[src/rtl/trng_pkg.sv]
// rtl/trng_pkg.sv - shared state type and width helpers for the TRNG collector
package trng_pkg;

  typedef enum logic [2:0] {
    ST_IDLE    = 3'd0,
    ST_WARMUP  = 3'd1,
    ST_COLLECT = 3'd2,
    ST_FULL    = 3'd3,
    ST_FAIL    = 3'd4
  } trng_coll_state_t;

  // Bit counter must hold WORD_WIDTH itself (the "word complete" value).
  function automatic int unsigned bitcnt_w(input int unsigned word_width);
    return $clog2(word_width + 1);
  endfunction

  // Repetition counter must hold REP_LIMIT itself (the trip value).
  function automatic int unsigned repcnt_w(input int unsigned rep_limit);
    return $clog2(rep_limit + 1);
  endfunction

endpackage

[src/rtl/trng_debias.sv]
// rtl/trng_debias.sv - oscillator bit synchroniser and von Neumann pairing
module trng_debias (
  input  logic clk,
  input  logic rst_n,
  input  logic trng_in,
  input  logic clear_i,
  output logic raw_o,
  output logic bit_valid_o,
  output logic bit_o
);

  logic sync1_q, sync1_d;
  logic sync2_q, sync2_d;
  logic phase_q, phase_d;
  logic a_q, a_d;

  assign raw_o = sync2_q;
  assign bit_o = a_q;

  // Pairing: phase 0 latches sample a, phase 1 emits a when b differs.
  // clear_i parks the pairing at phase 0 so a fresh run starts aligned.
  always_comb begin
    sync1_d     = trng_in;
    sync2_d     = sync1_q;
    phase_d     = 1'b0;
    a_d         = a_q;
    bit_valid_o = 1'b0;
    if (!clear_i) begin
      phase_d = ~phase_q;
      if (!phase_q) begin
        a_d = sync2_q;
      end else begin
        bit_valid_o = (sync2_q != a_q);
      end
    end
  end

  // Synchroniser and pairing state registers.
  always_ff @(posedge clk or negedge rst_n) begin
    if (!rst_n) begin
      sync1_q <= 1'b0;
      sync2_q <= 1'b0;
      phase_q <= 1'b0;
      a_q     <= 1'b0;
    end else begin
      sync1_q <= sync1_d;
      sync2_q <= sync2_d;
      phase_q <= phase_d;
      a_q     <= a_d;
    end
  end

endmodule

[src/rtl/trng_collector.sv]
// rtl/trng_collector.sv - TRNG consumer: warm-up, health test, word packing, valid/ready output
module trng_collector
  import trng_pkg::*;
#(
  parameter int unsigned WORD_WIDTH    = 32,
  parameter int unsigned WARMUP_CYCLES = 64,
  parameter int unsigned REP_LIMIT     = 32
) (
  input  logic                  clk,
  input  logic                  rst_n,
  input  logic                  enable_i,
  input  logic                  trng_in,
  output logic                  trng_en_o,
  output logic [WORD_WIDTH-1:0] data_o,
  output logic                  valid_o,
  input  logic                  ready_i,
  output logic                  health_fail_o,
  input  logic                  clear_fail_i
);

  localparam int unsigned CNT_W = bitcnt_w(WORD_WIDTH);
  localparam int unsigned REP_W = repcnt_w(REP_LIMIT);
  localparam int unsigned WU_W  = $clog2(WARMUP_CYCLES);

  trng_coll_state_t state_q, state_d;
  logic                  en_q, en_d;
  logic [WORD_WIDTH-1:0] data_q, data_d;
  logic                  valid_q, valid_d;
  logic                  fail_q, fail_d;
  logic [WORD_WIDTH-1:0] shift_q, shift_d;
  logic [CNT_W-1:0]      cnt_q, cnt_d;
  logic [REP_W-1:0]      rep_q, rep_d;
  logic                  prev_q, prev_d;
  logic [WU_W-1:0]       wcnt_q, wcnt_d;

  logic                  raw;
  logic                  deb_valid;
  logic                  deb_bit;
  logic                  hs;
  logic [REP_W-1:0]      rep_next;
  logic [WORD_WIDTH-1:0] shift_next;
  logic [CNT_W-1:0]      cnt_next;

  trng_debias u_debias (
    .clk         (clk),
    .rst_n       (rst_n),
    .trng_in     (trng_in),
    .clear_i     (state_q != ST_COLLECT),
    .raw_o       (raw),
    .bit_valid_o (deb_valid),
    .bit_o       (deb_bit)
  );

  assign trng_en_o     = en_q;
  assign data_o        = data_q;
  assign valid_o       = valid_q;
  assign health_fail_o = fail_q;

  // Next-state logic: health failure outranks disable, which outranks packing/handshake.
  always_comb begin
    state_d    = state_q;
    data_d     = data_q;
    valid_d    = valid_q;
    fail_d     = fail_q;
    shift_d    = shift_q;
    cnt_d      = cnt_q;
    rep_d      = rep_q;
    wcnt_d     = wcnt_q;
    prev_d     = raw;
    hs         = valid_q && ready_i;
    shift_next = {shift_q[WORD_WIDTH-2:0], deb_bit};
    cnt_next   = cnt_q + CNT_W'(1);
    if (raw != prev_q) begin
      rep_next = REP_W'(1);
    end else if (rep_q == REP_W'(REP_LIMIT)) begin
      rep_next = rep_q;
    end else begin
      rep_next = rep_q + REP_W'(1);
    end

    unique case (state_q)
      ST_IDLE: begin
        if (enable_i) begin
          state_d = ST_WARMUP;
          wcnt_d  = WU_W'(WARMUP_CYCLES - 1);
        end
      end
      ST_WARMUP: begin
        if (!enable_i) begin
          state_d = ST_IDLE;
          valid_d = 1'b0;
          shift_d = '0;
          cnt_d   = '0;
        end else if (wcnt_q == '0) begin
          state_d = ST_COLLECT;
          cnt_d   = '0;
          rep_d   = '0;
        end else begin
          wcnt_d = wcnt_q - WU_W'(1);
        end
      end
      ST_COLLECT, ST_FULL: begin
        rep_d = rep_next;
        if (rep_next == REP_W'(REP_LIMIT)) begin
          state_d = ST_FAIL;
          fail_d  = 1'b1;
          valid_d = 1'b0;
          shift_d = '0;
          cnt_d   = '0;
        end else if (!enable_i) begin
          state_d = ST_IDLE;
          valid_d = 1'b0;
          shift_d = '0;
          cnt_d   = '0;
        end else begin
          if (hs) begin
            valid_d = 1'b0;
          end
          if (state_q == ST_COLLECT) begin
            if (deb_valid) begin
              shift_d = shift_next;
              cnt_d   = cnt_next;
              if (cnt_next == CNT_W'(WORD_WIDTH)) begin
                if (!valid_q || hs) begin
                  data_d  = shift_next;
                  valid_d = 1'b1;
                  cnt_d   = '0;
                end else begin
                  state_d = ST_FULL;
                end
              end
            end
          end else if (hs) begin
            data_d  = shift_q;
            valid_d = 1'b1;
            cnt_d   = '0;
            state_d = ST_COLLECT;
          end
        end
      end
      ST_FAIL: begin
        if (clear_fail_i) begin
          state_d = ST_IDLE;
          fail_d  = 1'b0;
        end
      end
      default: begin
        state_d = ST_IDLE;
      end
    endcase

    en_d = (state_d == ST_WARMUP) || (state_d == ST_COLLECT) || (state_d == ST_FULL);
  end

  // State and registered outputs.
  always_ff @(posedge clk or negedge rst_n) begin
    if (!rst_n) begin
      state_q <= ST_IDLE;
      en_q    <= 1'b0;
      data_q  <= '0;
      valid_q <= 1'b0;
      fail_q  <= 1'b0;
      shift_q <= '0;
      cnt_q   <= '0;
      rep_q   <= '0;
      prev_q  <= 1'b0;
      wcnt_q  <= '0;
    end else begin
      state_q <= state_d;
      en_q    <= en_d;
      data_q  <= data_d;
      valid_q <= valid_d;
      fail_q  <= fail_d;
      shift_q <= shift_d;
      cnt_q   <= cnt_d;
      rep_q   <= rep_d;
      prev_q  <= prev_d;
      wcnt_q  <= wcnt_d;
    end
  end

endmodule

[config.mk]
export PLATFORM = sky130hd
export DESIGN_NAME = trng_collector
export DESIGN_NICKNAME = d
export VERILOG_FILES = /design/src/rtl/trng_pkg.sv /design/src/rtl/trng_debias.sv /design/src/rtl/trng_collector.sv
export SDC_FILE = /design/constraint.sdc
export NUM_CORES = 1
export LEC_CHECK = 0
export ABC_AREA = 1
export BUFFER_PORTS_ARGS = -buffer_cell sky130_fd_sc_hd__buf_4
export CAP_MARGIN = 10
export CORE_MARGIN = 10
export CORE_UTILIZATION = 54
export DETAILED_ROUTE_END_ITERATION = 8
export PLACE_DENSITY = 0.76
export SLEW_MARGIN = 20
export SYNTH_ARGS = -nofsm -noshare
export SYNTH_HDL_FRONTEND = slang
export SYNTH_SLANG_ARGS = --single-unit
[constraint.sdc]
create_clock -name clk -period 1.9 [get_ports clk]
set_input_delay 0.095 -clock clk [delete_from_list [all_inputs] [get_ports clk]]
set_output_delay 0.095 -clock clk [all_outputs]
set_load 0.02 [all_outputs]
==> impl_metrics.yaml <==
outcome:
  status: "finished, violations left"
  violations: "setup timing"
sta:
  fin_crit_sh_pct: 110
  final-hold-violation-count: 0
  setup_violations: 70
  max_freq_ghz: 0.480
  finalClockSkew_ns: 0.0138
  rsz0062_at_grt: "true"
  min_period_ns: 2.08
  slew_violations: 0
  tightest_slew_ns: 0.425
  slew_headroom_pct: 71.4
  setup_slack_ns: -0.185
  holdWs_ns: 0.128
drt:
  drt_iter0_drc: 403
  final_antenna_net_count: 0
  firstDrtPassIters: 6
  num_vias: 4233
  vias_per_cell: 5.86
  wl_per_cell_um: 19.2
  drcViolationCount: 0
  wl_um: 13800
clocking:
  cts-htree-levels: 3
  cts_buffers: 9
  clock-root-buffer: "clkbuf_8"
  cts_sinks: 93
  clk_pin_slew_ns: 0.09
  clk_path_buf_depth: 2
  clk_latency_ns: 0.36
  cts_tree: "yes"
synth:
  synth.distinct_cells: 32
  ys_seq_elements: 93
  synth-edff-count: 0
  synth_area_um2: 4530
  syn_area_per_cell_um2: 8.66
  syn_nets: 534
  synth_ff_type: "dfrtp_1"
  synth-warning-count: 0
  yosysSeqAreaShare_pct: 51.4
  async_reset_ff_share_pct: 100
  syn_inst: 523
final_layout:
  instances_no_fill: 722
  postLayoutCoreUtil_pct: 76.8
  nNetsFinal: 623
  drive_gt1_share_pct: 39.7
  layout_commonest_cell: "nand2_1"
  antenna_cells: 0
  syn_to_final_growth_pct: 38.7
  layout_common_cells: "109 x nand2_1, 89 x dfrtp_1, 67 x buf_4"
die:
  die_width_um: 112
  coreArea_um2: 8180
  dieArea_um2: 12400
  die_h_um: 112
  row_count: 33
  start_util_pct: 55.4
  io_pins: 41
pwr:
  power_density_nw_per_um2: 610
  clockPowerShare_pct: 35.7
  power_frac_seq_pct: 53.7
  pwr-share-comb_pct: 10.6
  swShare_pct: 25.7
  p_switching_mw: 0.984
  p_int_mw: 2.85
  ir_drop_mv: 0.417
  p_leak_nw: 2.91
critical_path:
  arrival_ns: 2.39
  required_ns: 2.20
  path_cells: "inv_1, nor2_2, nand3_4, nand2_4, nand2_4, o21bai_4, nand3_4, a21oi_4, buf_6, buf_12, nand3_1, nand2_1"
  max_stage_delay_ns: 0.39
  cp_max_fo: 18
  critPathKind: "reg -> reg"
  end_kind: "flop"
  crit_slowest_cell: "dfrtp_1"
  start_kind: "flop"
min_path:
  hold_path_class: "in -> async"
placed_design:
  dp.cells: 669
  gp_congestion: 0.824
  dp_hpwl_um: 6730
  portBuffers: 40
grt:
  grt_usage_pct: 18.5
  antenna_found_initial: 0
  grt_pass1_vias: 3892
  grt_max_degree: 46
  grt_pass1_wl_um: 19300
  overflow: 0
flow_run:
  drv_cap: 0
[layer usage]
metal  share of wire (%)  track usage, %  vias up
li1                    -               -     1903
met1                  40            23.3     2049
met2                  51            30.8      238
met3                 6.7            3.38       43
met4                 2.8            6.86        0
met5                   0               0        -
[through the flow]
| stage | worst slack [ns] | instance area, um2 | setup TNS (ns) | power (mW) |
|---|---|---|---|---|
| detailed placement | -0.147 | 5060 | -7.02 | 2.40 |
| global route | -0.263 | 6280 | -11.97 | 3.97 |
| CTS | -0.0330 | 5730 | -0.762 | 3.77 |
| global placement | -0.0165 | 5060 | -0.437 | 2.39 |
| floorplan | 0.0614 | 4530 | 0 | 2.28 |
| finish | -0.185 | 6280 | -6.95 | 3.83 |
[final timing paths]
path                            slack (ns)                  startpoint                       end  cells past startpoint
worst max-delay path                 -0.18        rep_q[5]$_DFFE_PN0P_   shift_q[20]$_DFFE_PN0P_                     12
worst min-delay path                  0.13                       rst_n     wcnt_q[5]$_DFFE_PN0P_                      2
max in group asynchronous             1.07                       rst_n   shift_q[12]$_DFFE_PN0P_                      3
min in group clk                      0.13                    enable_i      state_q[1]$_DFF_PN0_                      3
worst max register to register       -0.18        rep_q[5]$_DFFE_PN0P_   shift_q[20]$_DFFE_PN0P_                     12
worst min register to register        0.37  u_debias.sync1_q$_DFF_PN0_  u_debias.raw_o$_DFF_PN0_                      0
[sequential cells by signal (all words and copies together) (netlist names), 3 cells and up]
name     flops
shift_q     32
data_o      32
state_q      3
cnt_q        6
rep_q        6
wcnt_q       6
[cells in the mapped netlist, types with 2 or more instances]
| master | number | area share (%) |
|---|---|---|
| nand2_1 | 159 | 13 |
| dfrtp_1 | 93 | 51 |
| nand3_1 | 63 | 7.0 |
| o21ai_1 | 34 | 3.8 |
| inv_1 | 31 | 2.6 |
| mux2i_1 | 31 | 6.9 |
| nor2_1 | 29 | 2.4 |
| o21ai_0 | 13 | 1.4 |
| buf_2 | 10 | 1.1 |
| nand4_1 | 9 | 1.2 |
| inv_2 | 8 | 0.66 |
| buf_4 | 5 | 0.83 |
| ha_1 | 5 | 1.4 |
| buf_1 | 3 | 0.25 |
| buf_6 | 3 | 0.75 |
| nor2_2 | 3 | 0.41 |
| a21oi_1 | 2 | 0.22 |
| a21oi_4 | 2 | 0.72 |
| a22oi_1 | 2 | 0.33 |
| nand3_2 | 2 | 0.44 |
| nor2_4 | 2 | 0.50 |
| nor3_1 | 2 | 0.22 |
| o22ai_1 | 2 | 0.28 |
| or2_2 | 2 | 0.28 |
[cells by family after synthesis]
logic type	after synthesis	share of synthesized area, %
AO/OA/AOI/OAI	58	7.49
XOR/XNOR	2	0.387
adder cells (fa/ha/maj)	5	1.38
buffers and inverters	61	6.24
flip-flops	93	51.4
multiplexers	31	6.85
AND/OR/NAND/NOR	273	26.3
[worst max-delay path, delay by kind of cell (launching register included)]
family	cells	cell delay, ns
flops	1	0.39
compound gates	2	0.38
buf+inv	3	0.40
simple gates	7	0.84
[final cells by class]
| cell class | instances | area (um2) |
|---|---|---|
| multi-input cells | 369 | 2410 |
| flip-flops and latches | 93 | 2330 |
| fillers | 492 | 1890 |
| repair buffers | 97 | 1010 |
| inverters | 39 | 161 |
| clock buffers | 13 | 159 |
| well taps | 105 | 131 |
| clock inverters | 3 | 43.8 |
| repair inverters | 3 | 33.8 |
[what timing repair did]
action,CTS,global route
pin swaps,10,15
setup endpoints to repair,74,77
gates cloned,7,5
hold buffers,3,0
endpoints found under the hold margin,64,0
gates resized for setup,66,118
setup buffers,12,16
[power groups by stage]
stage | Sequential (mW) | Clock (mW) | Combinational, mW
detailed placement | 2.09 | 0 | 0.307
finish | 2.06 | 1.37 | 0.405
global route | 2.06 | 1.46 | 0.440
global placement | 2.09 | 0 | 0.294
CTS | 2.05 | 1.37 | 0.345
floorplan | 2.10 | 0 | 0.189
Note: power is estimated with default switching activity, not from simulation.
